[config.mk]
export PLATFORM = sky130hd
export DESIGN_NAME = fetch_pc_gen
export DESIGN_NICKNAME = d
export VERILOG_FILES = /design/src/rtl/fetch_pc_gen_pkg.sv /design/src/rtl/fetch_pc_gen_npc_calc.sv /design/src/rtl/fetch_pc_gen.sv
export SDC_FILE = /design/constraint.sdc
export NUM_CORES = 1
export LEC_CHECK = 0
export CORE_AREA = 2 2 174 176
export DETAILED_ROUTE_END_ITERATION = 8
export DIE_AREA = 0 0 176 178
export PLACE_DENSITY_LB_ADDON = 0.15
export SLEW_MARGIN = 30
export SYNTH_ARGS = -nofsm -noshare
export SYNTH_HDL_FRONTEND = slang
export SYNTH_HIERARCHICAL = 1
export SYNTH_SLANG_ARGS = --single-unit
[constraint.sdc]
create_clock -name clk -period 2.7 [get_ports clk]
set_clock_uncertainty 0.1 [all_clocks]
set_input_delay 0.81 -clock clk [delete_from_list [all_inputs] [get_ports clk]]
set_output_delay 0.81 -clock clk [all_outputs]
set_load 0.02 [all_outputs]
[src/rtl/fetch_pc_gen_pkg.sv]
// Shared constants, exception-argument layout and fetch FSM states for the
// IF0/IF1 fetch-address generator.
package fetch_pc_gen_pkg;

  localparam logic [31:0] RESET_PC      = 32'h1C00_0000;
  localparam logic [5:0]  ECODE_ADEF    = 6'h08;
  localparam logic [8:0]  ESUBCODE_ADEF = 9'h000;

  typedef struct packed {
    logic       valid;
    logic [5:0] ecode;
    logic [8:0] esubcode;
  } excp_arg_t;

  typedef enum logic [1:0] {
    FS_REQ,
    FS_WAIT,
    FS_HOLD,
    FS_DISCARD
  } fetch_state_e;

  function automatic excp_arg_t make_excp(input logic [5:0] ecode,
                                          input logic [8:0] esubcode);
    excp_arg_t e;
    e.valid    = 1'b1;
    e.ecode    = ecode;
    e.esubcode = esubcode;
    return e;
  endfunction

endpackage

[src/rtl/fetch_pc_gen_npc_calc.sv]
// Next-fetch-PC and group-width selection from the current fetch PC and
// the branch predictor's verdict for it.
module fetch_npc_calc
  import fetch_pc_gen_pkg::*;
(
  input  logic [31:0] pc_q,
  input  logic        bp_taken,
  input  logic        bp_slot,
  input  logic [31:0] bp_target,
  output logic [31:0] npc,
  output logic        flag
);

  always_comb begin
    npc  = pc_q[2] ? (pc_q + 32'd4) : (pc_q + 32'd8);
    flag = ~pc_q[2];
    // A taken slot-1 prediction only makes sense when the group holds two slots.
    if (bp_taken) begin
      if (!bp_slot) begin
        npc  = bp_target;
        flag = 1'b0;
      end else if (!pc_q[2]) begin
        npc  = bp_target;
        flag = 1'b1;
      end
    end
  end

endmodule

[src/rtl/fetch_pc_gen.sv]
// Fetch PC register and I-cache request/response FSM; presents one fetch
// group at a time to the fetch buffer.
//
//   state      | meaning
//   FS_REQ     | fetch PC ready, request offered to the I-cache
//   FS_WAIT    | address accepted, waiting for data
//   FS_HOLD    | group valid toward the fetch buffer
//   FS_DISCARD | redirected while a request was in flight; drop its data
module fetch_pc_gen
  import fetch_pc_gen_pkg::*;
(
  input  logic        clk,
  input  logic        rstn,
  input  logic        flush,
  input  logic [31:0] redirect_pc,
  input  logic        stall_in,
  input  logic [1:0]  cur_plv,
  input  logic        bp_taken,
  input  logic        bp_slot,
  input  logic [31:0] bp_target,
  input  logic [63:0] bp_pre,
  output logic        ic_req,
  output logic [31:0] ic_addr,
  input  logic        ic_addr_ok,
  input  logic        ic_data_ok,
  input  logic [63:0] ic_rdata,
  output logic        icache_valid,
  output logic [31:0] pc,
  output logic [31:0] npc,
  output logic [63:0] irin,
  output logic        flag,
  output logic [63:0] pre,
  output logic [15:0] excp_arg,
  output logic [1:0]  plv
);

  fetch_state_e state_q, state_d;
  logic [31:0]  pc_q, pc_d;
  logic [31:0]  grp_pc_q, grp_pc_d;
  logic [31:0]  grp_npc_q, grp_npc_d;
  logic         flag_q, flag_d;
  logic [63:0]  irin_q, irin_d;
  logic [63:0]  pre_q, pre_d;
  excp_arg_t    excp_q, excp_d;
  logic [1:0]   plv_q, plv_d;

  logic [31:0]  calc_npc;
  logic         calc_flag;
  logic         aligned;
  logic         can_issue;
  logic         accepted;

  fetch_npc_calc u_npc_calc (
    .pc_q      (pc_q),
    .bp_taken  (bp_taken),
    .bp_slot   (bp_slot),
    .bp_target (bp_target),
    .npc       (calc_npc),
    .flag      (calc_flag)
  );

  // A consumed HOLD group may hand over to the next request in the same cycle.
  assign aligned   = (pc_q[1:0] == 2'b00);
  assign can_issue = (state_q == FS_REQ) || ((state_q == FS_HOLD) && !stall_in);
  assign ic_req    = rstn && can_issue && aligned;
  assign ic_addr   = {pc_q[31:3], 3'b000};
  assign accepted  = ic_req && ic_addr_ok;

  always_comb begin
    state_d   = state_q;
    pc_d      = pc_q;
    grp_pc_d  = grp_pc_q;
    grp_npc_d = grp_npc_q;
    flag_d    = flag_q;
    irin_d    = irin_q;
    pre_d     = pre_q;
    excp_d    = excp_q;
    plv_d     = plv_q;

    if (flush) begin
      pc_d = redirect_pc;
      case (state_q)
        FS_WAIT, FS_DISCARD: state_d = ic_data_ok ? FS_REQ : FS_DISCARD;
        default:             state_d = accepted ? FS_DISCARD : FS_REQ;
      endcase
    end else begin
      case (state_q)
        FS_REQ, FS_HOLD: begin
          if (can_issue) begin
            if (!aligned) begin
              grp_pc_d  = pc_q;
              grp_npc_d = pc_q;
              flag_d    = 1'b0;
              irin_d    = '0;
              pre_d     = bp_pre;
              plv_d     = cur_plv;
              excp_d    = make_excp(ECODE_ADEF, ESUBCODE_ADEF);
              state_d   = FS_HOLD;
            end else if (accepted) begin
              grp_pc_d  = pc_q;
              grp_npc_d = calc_npc;
              flag_d    = calc_flag;
              pre_d     = bp_pre;
              plv_d     = cur_plv;
              excp_d    = '0;
              pc_d      = calc_npc;
              state_d   = FS_WAIT;
            end else begin
              state_d   = FS_REQ;
            end
          end
        end
        FS_WAIT: begin
          if (ic_data_ok) begin
            // An odd-word PC fetches only the upper slot of the aligned pair.
            irin_d  = grp_pc_q[2] ? {32'h0, ic_rdata[63:32]} : ic_rdata;
            state_d = FS_HOLD;
          end
        end
        FS_DISCARD: begin
          if (ic_data_ok) state_d = FS_REQ;
        end
        default: state_d = FS_REQ;
      endcase
    end
  end

  always_ff @(posedge clk) begin
    if (!rstn) begin
      state_q   <= FS_REQ;
      pc_q      <= RESET_PC;
      grp_pc_q  <= '0;
      grp_npc_q <= '0;
      flag_q    <= 1'b0;
      irin_q    <= '0;
      pre_q     <= '0;
      excp_q    <= '0;
      plv_q     <= '0;
    end else begin
      state_q   <= state_d;
      pc_q      <= pc_d;
      grp_pc_q  <= grp_pc_d;
      grp_npc_q <= grp_npc_d;
      flag_q    <= flag_d;
      irin_q    <= irin_d;
      pre_q     <= pre_d;
      excp_q    <= excp_d;
      plv_q     <= plv_d;
    end
  end

  assign icache_valid = (state_q == FS_HOLD);
  assign pc           = grp_pc_q;
  assign npc          = grp_npc_q;
  assign irin         = irin_q;
  assign flag         = flag_q;
  assign pre          = pre_q;
  assign excp_arg     = excp_q;
  assign plv          = plv_q;

endmodule

==> results of run 1 <==
[cells by family after synthesis]
family / after synthesis / synth area share, %
compound gates: 247 / 16.09
xor+xnor: 14 / 1.123
fa+ha+maj: 1 / 0.1146
buf+inv: 157 / 8.284
flops: 230 / 42.16
mux: 97 / 9.269
other cells: 1 / 0.03434
simple gates: 598 / 22.93
[layer usage]
layer / wire length [um] / up-vias / GRT usage (%)
met5: 0 / - / 0
met4: 1369 / 0 / 8.884
met3: 2941 / 70 / 6.095
met2: 18010 / 364 / 38.35
met1: 15580 / 5004 / 28.23
li1: - / 5241 / -
[synthesized netlist by cell type, types with 2 or more instances]
library cell / number
xnor2_1: 2
a31oi_1: 45
a21boi_0: 28
or4_1: 10
dfxtp_1: 230
nor2_1: 17
nand3_1: 45
o21ai_0: 49
and3_1: 6
mux2_2: 33
buf_2: 24
o211a_1: 32
mux2i_1: 64
buf_6: 10
nand2_1: 479
nand4_1: 10
or2_2: 2
clkbuf_1: 63
and4_1: 5
nor2b_1: 7
a211o_1: 2
inv_1: 4
and2_1: 3
nand2b_1: 2
buf_4: 56
xor2_1: 12
or3_1: 3
a21oi_1: 6
o31ai_1: 8
nand4_2: 2
a22oi_1: 3
a21boi_1: 70
[power by group]
group	leakage (uW)	switching [uW]	internal, uW
registers	0.00188	111	3580
clock network	0.000426	1450	2090
logic	0.00397	1040	979
total	0.00627	2600	6650
[flip-flops by register name (all words and copies together), names as in the netlist]
| signal | cells |
|---|---|
| irin | 64 |
| pre | 64 |
| npc | 32 |
| pc | 32 |
| pc_q | 32 |
| plv | 2 |
| state_q | 2 |
| excp_arg | 1 |
| flag | 1 |
[worst register-to-register path, stage by stage, from the launching register on]
cell and delay (ns):
dfxtp_1 0.34, and4_1 0.42, nand3_4 0.22, or4_2 0.64, a31oi_1 0.26, nand2_1 0.08, nand3_1 0.09, o211a_1 0.14
[how the worst min path moves through the flow]
| stage | to | slack (ns) |
|---|---|---|
| floorplan | pc[31] | 0.39 |
| global placement | pre[29] | 0.34 |
| detailed placement | pre[40] | 0.34 |
| CTS | pre[17] | 0.35 |
| global route | pre[13] | 0.37 |
| finish | pre[17] | 0.35 |
[per-stage QoR]
step | instances | cell area, sq um | total power, uW | setup TNS (ns) | hold slack (ns)
6_report | 2141 | 16460 | 9254 | 0 | 0.3479
5_1_grt | 2141 | 16460 | 9670 | 0 | 0.3652
4_1_cts | 2137 | 16440 | 9370 | 0 | 0.3520
3_5_place_dp | 2091 | 15600 | 5796 | -0.4488 | 0.3443
3_3_place_gp | 2091 | 15600 | 5781 | -0.4305 | 0.3402
2_1_floorplan | 1361 | 10980 | 4836 | 0 | 0.3873
[cell type report]
class / count / share of cell area (%)
Multi-Input combinational cell: 974 / 33.44
Timing Repair Buffer: 493 / 30.30
Sequential cell: 230 / 27.97
Clock buffer: 38 / 4.720
Tap cell: 390 / 2.964
Clock inverter: 8 / 0.4561
Inverter: 4 / 0.09121
Antenna cell: 4 / 0.06081
[cell usage in the layout (no fill, tap or decap), types with 3 or more instances in the layout]
master / Yosys / routed
and4_1: 5 / 5
a22oi_1: 3 / 3
a21boi_1: 70 / 70
a21boi_0: 28 / 28
clkbuf_8: 0 / 6
xor2_1: 12 / 12
clkdlybuf4s50_1: 0 / 425
diode_2: 0 / 4
conb_1: 1 / 17
dfxtp_1: 230 / 230
clkbuf_16: 0 / 27
nor2b_1: 7 / 6
o21ai_0: 49 / 49
buf_12: 0 / 17
buf_4: 56 / 48
clkinv_2: 0 / 5
clkbuf_1: 63 / 5
o211a_1: 32 / 32
or3_1: 3 / 3
nand3_1: 45 / 45
inv_1: 4 / 4
nand2_1: 479 / 478
a21oi_1: 6 / 4
nand4_1: 10 / 10
o31ai_1: 8 / 8
and3_1: 6 / 6
a31oi_1: 45 / 45
or4_1: 10 / 10
nor2_1: 17 / 17
mux2i_1: 64 / 64
mux2_2: 33 / 33
[timing repair]
action,4_1_cts,5_1_grt
resized for setup,5,3
endpoints found under the setup margin,2,2
pin swaps,0,1
hold buffers,0,0
cloned,0,0
==> metrics.txt, run 1 <==
critical path's largest stage delay 0.51 ns; pin count of the biggest net entering global routing 119; Hold WC Path Type reg2reg; initial antenna violation count 4; slew margin rel. 47.96%; fin. max-slew vios 0; I/O Buffers 429; Placement Setup Slack -0.4488 ns; Multi-input gate area 5504 sq um; Critical Path End Type output port; post-synth top area share 42.16%; critical-path cell list clkdlybuf4s50_1 > a21oi_2 > and3_1 > buf_4; WL/cell 17.70 um; Die Width 176 um; die area 31,330 sq um; cell count of the worst reg-to-reg path 7; Async S/R FF share, synth 0%; gp weighted congestion 0.8060; Final WS setup 0.05582 ns; first-pass GRT wire length 57.30 mm; starting DRC count in detailed routing 521; drt total wl 37.90 mm; CTS clk-pin slew, worst paths 0.05 ns; max-cap viol count 0; final hold vios 0; unrepaired setup endpoints after global routing false; clock buffer depth 3; initial core utilization 37.14%; final core occ 55.99%; core footprint 29,400 sq um; outcome finished, final reports clean; synth top area cells dfxtp_1 (42%), nand2_1 (16%), mux2i_1 (5.9%), a21boi_1 (4.8%), buf_4 (3.8%); # DRC 0; r2r endpoint npc[27]; hpwl dp 26.64 mm; Area Growth Syn to Fin 50.73%; vias in the first global route 10,080; synthesized area per cell 8.119 sq um; FF+latch count, synth 230; r2r startpoint pc_q[9]; Synth Flop Type dfxtp_1; R2R setup slack 0.35 ns; CP Class in2out; fin crit share 97.93%; Hold Startpoint pre[17]; Vias/cell 4.988; Final #Nets 1,933; Static Leak 0.006273 uW; Period minus WS final 2.644 ns; crit path from stall_in; Seq/Total Area, Yosys 42.16%; f_max 378.2 MHz; worst slew pin tran 0.7807 ns; Detail Route Antenna Nets 0; crit start category input pin; Slowest-stage cell, CP clkdlybuf4s50_1; Mapped Area 10,920 sq um; Post-synth EDFFs 0; TritonRoute pass-1 iters 4; post-CTS setup buffers 0; register area 4604 sq um; Max IR drop VDD 0.4063 mV; clk sinks 230; Buffers & Inverters on Critical Path 2; kind of cell adding the most delay to the critical path buffers and inverters; CTS tree yes; DR vias 10,680; H-tree levels 1; Worst EP arrival 1.73 ns; layout cells sized above 1 8.872%; Root Driver clkbuf_16; GR Util All Layers 22.93%; Hold Path Cell Cnt 2; Crit. path cell count 4; Worst-Skew Late Latency 0.53 ns; warnings from Yosys 6; crit-path max FO 2; Required @ worst endpoint 1.79 ns; Congestion Overflow GR 0; Yosys cell types 45; filler instances 2,770; power density over the cells 562.2 nW/um^2; cell row count 63; TritonCTS buffer count 27; Mapped Cells 1,345; cell taking the most area after synthesis dfxtp_1; I/O pin cnt 447; worst setup path end ic_req; # setup viols final 0; Vert. Die Dim 178 um
Power figures use the tool's default switching activity.
==> run 2, diff against run 1 <==
--- a/config.mk
+++ b/config.mk
@@ -8,6 +8,7 @@
 export CORE_AREA = 2 2 174 176
 export DETAILED_ROUTE_END_ITERATION = 8
 export DIE_AREA = 0 0 176 178
+export MAX_ROUTING_LAYER = met4
 export PLACE_DENSITY_LB_ADDON = 0.15
 export SLEW_MARGIN = 30
 export SYNTH_ARGS = -nofsm -noshare
==> metrics.txt, run 2 (synthesis gave the netlist of run 1 again) <==
outcome finished, final reports clean; crit-path max FO 2; DR vias 10,640; initial core utilization 37.14%; max-cap viol count 0; Final Total Pwr 9260 uW; critical-path cell list clkdlybuf4s50_1 > a21oi_2 > and3_1 > buf_4; Detail Route Antenna Nets 0; Buffers & Inverters on Critical Path 2; Worst EP arrival 1.73 ns; Hold WC Path Type reg2reg; die area 31,330 sq um; Static Leak 0.006273 uW; GR Util All Layers 23.61%; Hold Path Cell Cnt 2; clk sinks 230; pin count of the biggest net entering global routing 119; Period minus WS final 2.640 ns; Hold Slack 0.3480 ns; kind of cell adding the most delay to the critical path buffers and inverters; Worst-Skew Late Latency 0.53 ns; fin crit share 97.79%; cell count of the worst reg-to-reg path 7; clock buffer depth 3; unrepaired setup endpoints after global routing false; first-pass GRT wire length 57.24 mm; Slowest-stage cell, CP clkdlybuf4s50_1; most frequent cells in the layout nand2_1 (478), clkdlybuf4s50_1 (425), dfxtp_1 (230), a21boi_1 (70), mux2i_1 (64); TritonRoute pass-1 iters 5; # DRC 0; Die Width 176 um; Vert. Die Dim 178 um; hpwl dp 26.64 mm; final core occ 55.99%; worst slew pin tran 0.7734 ns; # setup viols final 0; design area 16,460 sq um; starting DRC count in detailed routing 515; Crit. path cell count 4; CP Class in2out; Final #Nets 1,933; gp weighted congestion 0.8177; Root Driver clkbuf_16; WL/cell 17.65 um; Critical Path End Type output port; TritonCTS buffer count 27; fin. max-slew vios 0; Area Growth Syn to Fin 50.73%; R2R setup slack 0.36 ns; CTS clk-pin slew, worst paths 0.05 ns; f_max 378.7 MHz; layout cells sized above 1 8.872%; drt total wl 37.79 mm; final hold vios 0; Required @ worst endpoint 1.79 ns; setup TNS 0 ns; post-CTS setup buffers 0; power density over the cells 562.6 nW/um^2; most common cell after layout, fill and taps aside nand2_1; Vias/cell 4.971; H-tree levels 1; Congestion Overflow GR 0; crit start category input pin; vias in the first global route 10,090; dpl cell area 15,600 sq um; slew margin rel. 48.44%; initial antenna violation count 4; Max IR drop VDD 0.4069 mV; core footprint 29,400 sq um; I/O Buffers 429; CTS tree yes; cell row count 63; I/O pin cnt 447; critical path's largest stage delay 0.51 ns
-- run 2: cell counts in the layout (fill, tap and decap cells not counted) --
No cell type changed its count.
-- run 2: worst reg2reg max path: cells and delay by family (launching register included) --
| kind | cells | cell delay, ns |
|---|---|---|
| and+or+nand+nor | 5 | 1.45 |
| AOI/OAI and AO/OA | 2 | 0.40 |
| DFF | 1 | 0.34 |
-- run 2: cell type report --
class / count / area (sq um)
Sequential cell: 230 / 4604
Clock inverter: 8 / 75.07
Antenna cell: 4 / 10.01
Clock buffer: 38 / 777.0
Multi-Input combinational cell: 974 / 5504
Fill cell: 2770 / 12940
Timing Repair Buffer: 493 / 4987
Inverter: 4 / 15.01
Tap cell: 390 / 488.0
-- run 2: final timing paths --
path | startpoint | endpoint
min reg2reg | pre[17] | pre[17]
max | stall_in | ic_req
min | pre[17] | pre[17]
max reg2reg | pc_q[9] | npc[27]
-- run 2: through the flow --
| step | setup slack (ns) | std cells |
|---|---|---|
| after floorplan | 0.06134 | 1361 |
| after global placement | -0.4305 | 2091 |
| after detailed placement | -0.4488 | 2091 |
| after CTS | 0.001699 | 2137 |
| after global routing | 0.01417 | 2141 |
| final | 0.05965 | 2141 |
-- run 2: repair_timing --
item | in CTS | in global routing
pin swaps | 0 | 1
resized for setup | 5 | 3
hold buffers | 0 | 0
endpoints found under the setup margin | 2 | 2
-- run 2: metal layers --
| layer | vias to the layer above | part of all wire [%] | GRT usage, % |
|---|---|---|---|
| li1 | 5240 | - | - |
| met5 | - | 0 | - |
| met1 | 4977 | 42 | 28.58 |
| met3 | 73 | 7.0 | 5.648 |
| met2 | 353 | 47 | 38.30 |
| met4 | 0 | 3.8 | 8.884 |
-- run 2: where the power goes --
part           switching (uW)  internal (uW)  total, uW
clock                    1460           2090       3550
combinational            1040            979       2020
sequential                112           3580       3700
==> run 3, diff against run 2 <==
==> constraint.sdc (replaced) <==
create_clock -name clk -period 3.3 [get_ports clk]
set_clock_uncertainty 0.1 [all_clocks]
set_input_delay 0.99 -clock clk [delete_from_list [all_inputs] [get_ports clk]]
set_output_delay 0.99 -clock clk [all_outputs]
set_load 0.02 [all_outputs]
==> metrics.txt, run 3 (synthesis gave the netlist of run 1 again) <==
Hold WC Path Type reg2reg; clock buffer depth 3; Period minus WS final 3.219 ns; CTS clk-pin slew, worst paths 0.06 ns; first-pass GRT wire length 56.08 mm; # setup viols final 0; gp weighted congestion 0.8311; final hold vios 0; initial antenna violation count 4; Max IR drop VDD 0.3727 mV; pin count of the biggest net entering global routing 186; GR Util All Layers 23.21%; # DRC 0; placed insts 2,062; Required @ worst endpoint 2.21 ns; Clock Power Share 38.0%; Die Width 176 um; dpl cell area 15,300 sq um; Hold Slack 0.3506 ns; Pint 5352 uW; Placement Setup Slack -0.2036 ns; crit path from stall_in; Net Sw Frac 28.15%; DR vias 10,480; Sw Pwr 2096 uW; Final WS setup 0.08118 ns; fin cells 2,112; fin crit share 97.54%; most frequent cells in the layout nand2_1 (478), clkdlybuf4s50_1 (427), dfxtp_1 (230), a21boi_1 (70), mux2i_1 (64); clk sinks 230; worst slew pin tran 0.7988 ns; fin. max-slew vios 0; Static Leak 0.006063 uW; unrepaired setup endpoints after global routing false; crit-path max FO 2; initial core utilization 37.14%; Hold Startpoint pre[1]; core footprint 29,400 sq um; drt total wl 37.38 mm; TritonRoute pass-1 iters 5; power density over the cells 461.5 nW/um^2; slew margin rel. 46.75%; sequential power share 41.0%; max-cap viol count 0; Final #Nets 1,904; starting DRC count in detailed routing 556; outcome finished, final reports clean; combinational power share 21.0%; cell row count 63; Critical Path End Type output port; f_max 310.7 MHz; hpwl dp 25.79 mm; Vias/cell 4.963; Worst EP arrival 2.13 ns; design area 16,140 sq um; CP Class in2out; Detail Route Antenna Nets 0; Area Growth Syn to Fin 47.77%; layout cells sized above 1 6.989%; die area 31,330 sq um; Vert. Die Dim 178 um; CTS tree yes; vias in the first global route 9,982; I/O pin cnt 447; most common cell after layout, fill and taps aside nand2_1; H-tree levels 1; Worst-Skew Late Latency 0.53 ns; WL/cell 17.70 um; Root Driver clkbuf_16; I/O Buffers 429; crit start category input pin; Congestion Overflow GR 0; CTS Hold Bufs 0; r2r startpoint pc_q[3]; TritonCTS buffer count 27
[run 3: cell types whose count changed in the layout (fill, tap and decap cells not counted), moves of 2 or more]
cell	before	now
clkinv_2	5	3
clkbuf_1	5	8
clkbuf_8	6	4
buf_4	48	24
clkdlybuf4s50_1	425	427
buf_12	17	11
[run 3: metrics by stage]
stage	util, %	setup TNS [ns]	total power [uW]
after detailed placement	52.05	-0.2036	4687
after CTS	54.84	0	7543
after global placement	52.05	-0.2124	4677
final	54.88	0	7448
after global routing	54.87	0	7792
after floorplan	-	0	3957
[run 3: routing by layer]
metal | share of wire [%] | global-route usage, % | vias up
met2 | 48 | 38.58 | 370
met3 | 7.8 | 5.563 | 49
met5 | 0 | - | -
li1 | - | - | 5196
met4 | 2.8 | 8.299 | 0
met1 | 41 | 27.49 | 4866
[run 3: worst paths after layout]
kind | to | slack, ns | cells after the start
min reg2reg | pre[1] | 0.35 | 2
max reg2reg | npc[27] | 0.71 | 7
max | ic_req | 0.08 | 4
min | pre[1] | 0.35 | 2
[run 3: cell type report]
cell class	instances	area (sq um)
Clock inverter	6	61.31
Inverter	4	15.01
Sequential cell	230	4604
Tap cell	390	488.0
Antenna cell	5	12.51
Multi-Input combinational cell	974	5500
Clock buffer	39	760.7
Fill cell	2731	13270
Timing Repair Buffer	464	4695
[run 3: critical path: stages]
cell and delay (ns):
clkdlybuf4s50_1 0.43, a21oi_1 0.18, and3_1 0.18, dlygate4sd2_1 0.35
[run 3: timing repair]
action / in CTS / in global routing
gates resized for setup: 1 / 0
endpoints found under the setup margin: 1 / 0
buffers inserted: 0 / 0
hold endpoints to repair: 0 / 0
[run 3: power groups by stage]
| stage | registers (uW) | clock network (uW) | logic (uW) |
|---|---|---|---|
| floorplan | 3250 | 0 | 711 |
| detailed placement | 3120 | 0 | 1570 |
| CTS | 3060 | 2910 | 1580 |
| global placement | 3110 | 0 | 1570 |
| global route | 3080 | 3030 | 1680 |
| finish | 3060 | 2830 | 1560 |
==> RTL edit 1: new RTL, settings of run 2 <==
Register the output `flag` once more, without a reset; this adds one clock of latency there. The other outputs are not delayed to match.
--- a/src/rtl/fetch_pc_gen.sv
+++ b/src/rtl/fetch_pc_gen.sv
@@ -34,4 +34,6 @@
   output logic [1:0]  plv
 );
+
+  logic flag_c;
 
   fetch_state_e state_q, state_d;
@@ -154,9 +156,13 @@
   assign npc          = grp_npc_q;
   assign irin         = irin_q;
-  assign flag         = flag_q;
+  assign flag_c       = flag_q;
   assign pre          = pre_q;
   assign excp_arg     = excp_q;
   assign plv          = plv_q;
 
+  always_ff @(posedge clk) begin
+    flag <= flag_c;
+  end
+
 endmodule
 
Behaviour: not the same (a bounded check fails within 4 cycles, from zero or initial values and one cycle with rstn low).
==> RTL edit 1 against run 2 <==
  * Hold slack worse by 92 ps
  * Total power grew 3.9%
  * Routed wire length increased by 2.3%
  * Sequential cell count up 1
  * Area after synthesis increased by 0.18%
  * Worst setup slack got worse by 2.5 ps
  * Design area grew 0.63%
  * Non-clock buffer count is 2 lower
==> RTL edit 1: results (changes against run 2) <==
- Status: finished, final reports clean
- Endpoint, Worst Hold: flag$_DFF_P_
- Pin count of the biggest net entering global routing: 152 (+28%)
- Total global-route track usage: 24.4% (+0.82 points)
- Met3 WL: 2880 um (+8.9%)
- Synth area leaders: dfxtp_1, nand2_1, mux2i_1, a21boi_1, buf_4
- Cell Int Power: 6.96 mW (+4.7%)
- Initial DRC count: 572 (+11%)
- DR vias/cell: 5.00 (+0.55%)
- Worst min path class: flop to flop
- WHS: 256 ps (-92.4 ps)
- DR pass1 iterations: 4 (-1)
- Setup Slack @ Placement: -137 ps (+312 ps)
- R2R setup slack: 290 ps (-70 ps)
- Hold Path Origin: flag_c$_SDFFE_PN0P_
- # fillers: 2719 (-1.8%)
- Worst r2r src: pc_q[5]$_SDFFE_PN0P_
- Worst-margin pin slew: 803 ps (+29.2 ps)
- Netlist cell types: 45 (unchanged)
- First-pass GRT wire length: 59200 um (+3.4%)
- Length of routed wiring on met1: 16300 um (+3.1%)
- Layout cells sized above 1: 9.31% (+0.44 points)
- DP HPWL: 27100 um (+1.8%)
- DR WL met2: 18100 um (+1.1%)
- GP Congestion: 0.837 (+2.4%)
- Drt total wl: 38700 um (+2.3%)
- LEAKAGE: 6.32 nW (+0.68%)
- Area Growth Syn to Fin: 51.4%
- Post-DP Area: 15600 um^2 (-0.14%)
- Max-slew violation count: 0 (unchanged)
- Vias in the first global route: 10500 (+3.8%)
- Worst ir drop on vdd: 456 uV (+12%)
[RTL edit 1: cell types whose count changed after synthesis]
cell and change:
dfxtp_1 +1
[RTL edit 1: cell families after synthesis]
family	after synthesis	synth area share [%]
buffers and inverters	157	8.27
other	1	0.0343
adders and majority gates	1	0.114
DFF	231	42.3
muxes	97	9.25
xor gates and xnor gates	14	1.12
AOI/OAI and AO/OA	247	16.1
and+or+nand+nor	598	22.9
[RTL edit 1: how the worst max path moves through the flow]
| stage | startpoint | endpoint | slack, ps | cells past startpoint |
|---|---|---|---|---|
| floorplan | rstn | ic_req | 60 | 4 |
| global placement | stall_in | ic_req | -130 | 4 |
| detailed placement | stall_in | ic_req | -140 | 4 |
| CTS | pc_q[27]$_SDFFE_PN1P_ | ic_addr[27] | 20 | 1 |
| global route | pc_q[4]$_SDFFE_PN0P_ | ic_addr[4] | 20 | 2 |
| finish | pc_q[30]$_SDFFE_PN0P_ | ic_addr[30] | 60 | 1 |
[RTL edit 1: layout make-up]
class / instances / share of cell area, %
well taps: 390 / 2.95
clock inverters: 10 / 0.710
repair buffers: 491 / 29.8
multi-input cells: 974 / 33.3
clock buffers: 41 / 5.19
inverters: 4 / 0.0906
flip-flops and latches: 231 / 27.9
diodes: 3 / 0.0453
[RTL edit 1: what timing repair did]
action	CTS	global route
resized for setup	6	1
setup endpoints to repair	3	1
hold buffers	0	0
pin swaps	2	0
[RTL edit 1: stage by stage]
step | instances | utilization (%) | TNS, ps
final | 2144 | 56.3 | 0
after global routing | 2144 | 56.3 | 0
after CTS | 2141 | 56.3 | 0
after global placement | 2090 | 53.0 | -126
after detailed placement | 2090 | 53.0 | -137
after floorplan | 1362 | - | 0
[RTL edit 1: power groups by stage]
| stage | Combinational [mW] | Sequential, mW | Clock, mW |
|---|---|---|---|
| 2_1_floorplan | 0.869 | 3.98 | 0 |
| 3_3_place_gp | 2.01 | 3.79 | 0 |
| 3_5_place_dp | 2.02 | 3.79 | 0 |
| 4_1_cts | 2.03 | 3.72 | 3.99 |
| 5_1_grt | 2.17 | 3.74 | 4.11 |
| 6_report | 2.01 | 3.72 | 3.88 |
[RTL edit 1: routing by layer]
layer,GRT usage (%),vias up
met2,39.6,397
met5,-,-
met3,5.63,71
met4,8.47,0
li1,-,5257
met1,30.0,4991
==> RTL edit 2: new RTL, settings of run 2 <==
Made on the original files. Register the input `bp_target` before use. The logic sees it one clock later. The other inputs are not delayed to match.
--- a/src/rtl/fetch_pc_gen.sv
+++ b/src/rtl/fetch_pc_gen.sv
@@ -35,4 +35,10 @@
 );
 
+  logic [31:0] bp_target_q;
+
+  always_ff @(posedge clk) begin
+    bp_target_q <= bp_target;
+  end
+
   fetch_state_e state_q, state_d;
   logic [31:0]  pc_q, pc_d;
@@ -55,5 +61,5 @@
     .bp_taken  (bp_taken),
     .bp_slot   (bp_slot),
-    .bp_target (bp_target),
+    .bp_target (bp_target_q),
     .npc       (calc_npc),
     .flag      (calc_flag)
Behaviour: not the same (a bounded check fails within 4 cycles, from zero or initial values and one cycle with rstn low).
==> RTL edit 2 against run 2 <==
  * Design area rose by 6.5%
  * Fmax fell by 0.54%
  * Total power rose by 14%
  * Combinational power rose by 16%
  * Hold slack improved by 8.2 ps
  * Area after synthesis rose by 8.5%
  * Sequential cell count rose by 32
  * Worst setup slack got worse by 14 ps
  * Sequential power rose by 14%
  * Critical path depth fell by 3
  * Routed wire length rose by 16%
  * Die area did not move
  * Largest cell class unchanged
==> RTL edit 2: results (changes against run 2) <==
- Wirelength per Cell: 20.0 um (+13%)
- Initial DRC count: 852 (+65%)
- Hold Path Origin: irin[60]$_SDFFE_PN0P_
- Post-DP Area: 16500 um^2 (+5.9%)
- Total global-route track usage: 27.3% (+3.7 points)
- Vias in the first global route: 11300 (+12%)
- Netlist cell types: 50 (+11%)
- Cell Int Power: 7.56 mW (+14%)
- R2R setup slack: 270 ps (-90 ps)
- Yosys warnings: 6 (unchanged)
- CP max stage delay: 680 ps (+170 ps)
- Final min period: 2650 ps (+14.2 ps)
- Critical Path Fanout Max: 7 (+5)
- Status: finished, final reports clean
- Synth area leaders: dfxtp_1, o21ai_0, nand2_1, a21oi_1, nand3_1
- Pin count of the biggest net entering global routing: 136 (+14%)
- Vias: 12100 (+13%)
- Clk_lat worst skew: 550 ps (+20 ps)
- Post-synthesis sequential area ratio: 44.3% (+2.1 points)
- GP Congestion: 0.867 (+6.0%)
- DP HPWL: 29800 um (+12%)
- DR pass1 iterations: 6 (+1)
- Setup Slack @ Placement: -604 ps (-155 ps)
- First-pass GRT wire length: 65700 um (+15%)
- Total CTS buffers: 29 (+7.4%)
- Worst ir drop on vdd: 515 uV (+26%)
- Gr ovfl total: 0 (unchanged)
- Synth cell count leaders: dfxtp_1, nand2_1, o21ai_0
- CP Launch Point: pc_q[22]$_SDFFE_PN0P_
- Worst r2r src: pc_q[11]$_SDFFE_PN0P_
- Final-stage net count: 1986 (+2.7%)
- LEAKAGE: 6.43 nW (+2.5%)
- Layout cells sized above 1: 10.2% (+1.3 points)
## RTL edit 2: cell types whose count changed after synthesis, sizes merged, moves of 32 or more
cell and change:
a21boi -98, a21oi +131, nand3 +87, nand2 -284
o21ai +160, a311oi +33, dfxtp +32
## RTL edit 2: area by class of cell
cell class / instances / area, um^2
clock inverters: 7 / 63.8
inverters: 4 / 17.5
fillers: 2614 / 11900
multi-input cells: 980 / 5650
clock buffers: 47 / 923
well taps: 390 / 488
diodes: 1 / 2.50
flip-flops and latches: 262 / 5250
repair buffers: 506 / 5130
## RTL edit 2: routing by layer
metal	part of all wire (%)	up-vias	track usage, %
met2	47	578	43.8
met3	7.4	112	4.45
met1	41	5643	34.3
li1	-	5725	-
met5	0	-	-
met4	4.7	0	11.4
## RTL edit 2: cells by family after synthesis
logic type / Yosys count / share of synthesized area (%)
AOI/OAI and AO/OA: 446 / 21.2
xor gates and xnor gates: 14 / 1.03
adders and majority gates: 1 / 0.106
buffers and inverters: 191 / 8.97
DFF: 262 / 44.3
muxes: 97 / 8.54
other: 1 / 0.0316
and+or+nand+nor: 405 / 15.9
## RTL edit 2: timing repair
| action | CTS | global route |
|---|---|---|
| buffers inserted | 0 | 2 |
| cloned | 0 | 0 |
| pin swaps | 1 | 2 |
| setup endpoints to repair | 2 | 8 |
| gates resized for setup | 6 | 5 |
## RTL edit 2: final timing paths
path                           endpoint
setup / recovery            ic_addr[22]
hold / removal    irin[60]$_SDFFE_PN0P_
setup reg to reg   npc[22]$_SDFFE_PN0P_
hold reg to reg   irin[60]$_SDFFE_PN0P_
## RTL edit 2: power groups by stage
stage | Sequential, mW | Clock, mW | Combinational [mW]
floorplan | 4.48 | 0 | 1.05
CTS | 4.21 | 4.10 | 2.35
global route | 4.24 | 4.26 | 2.51
global placement | 4.29 | 0 | 2.33
finish | 4.22 | 4.03 | 2.35
detailed placement | 4.30 | 0 | 2.34
## RTL edit 2: stage by stage
stage | hold WS (ps) | TNS (ps) | cells
after floorplan | 383 | 0 | 1433
after global placement | 345 | -585 | 2140
after detailed placement | 351 | -611 | 2140
after CTS | 359 | -113 | 2194
after global routing | 377 | 0 | 2197
final | 356 | 0 | 2197
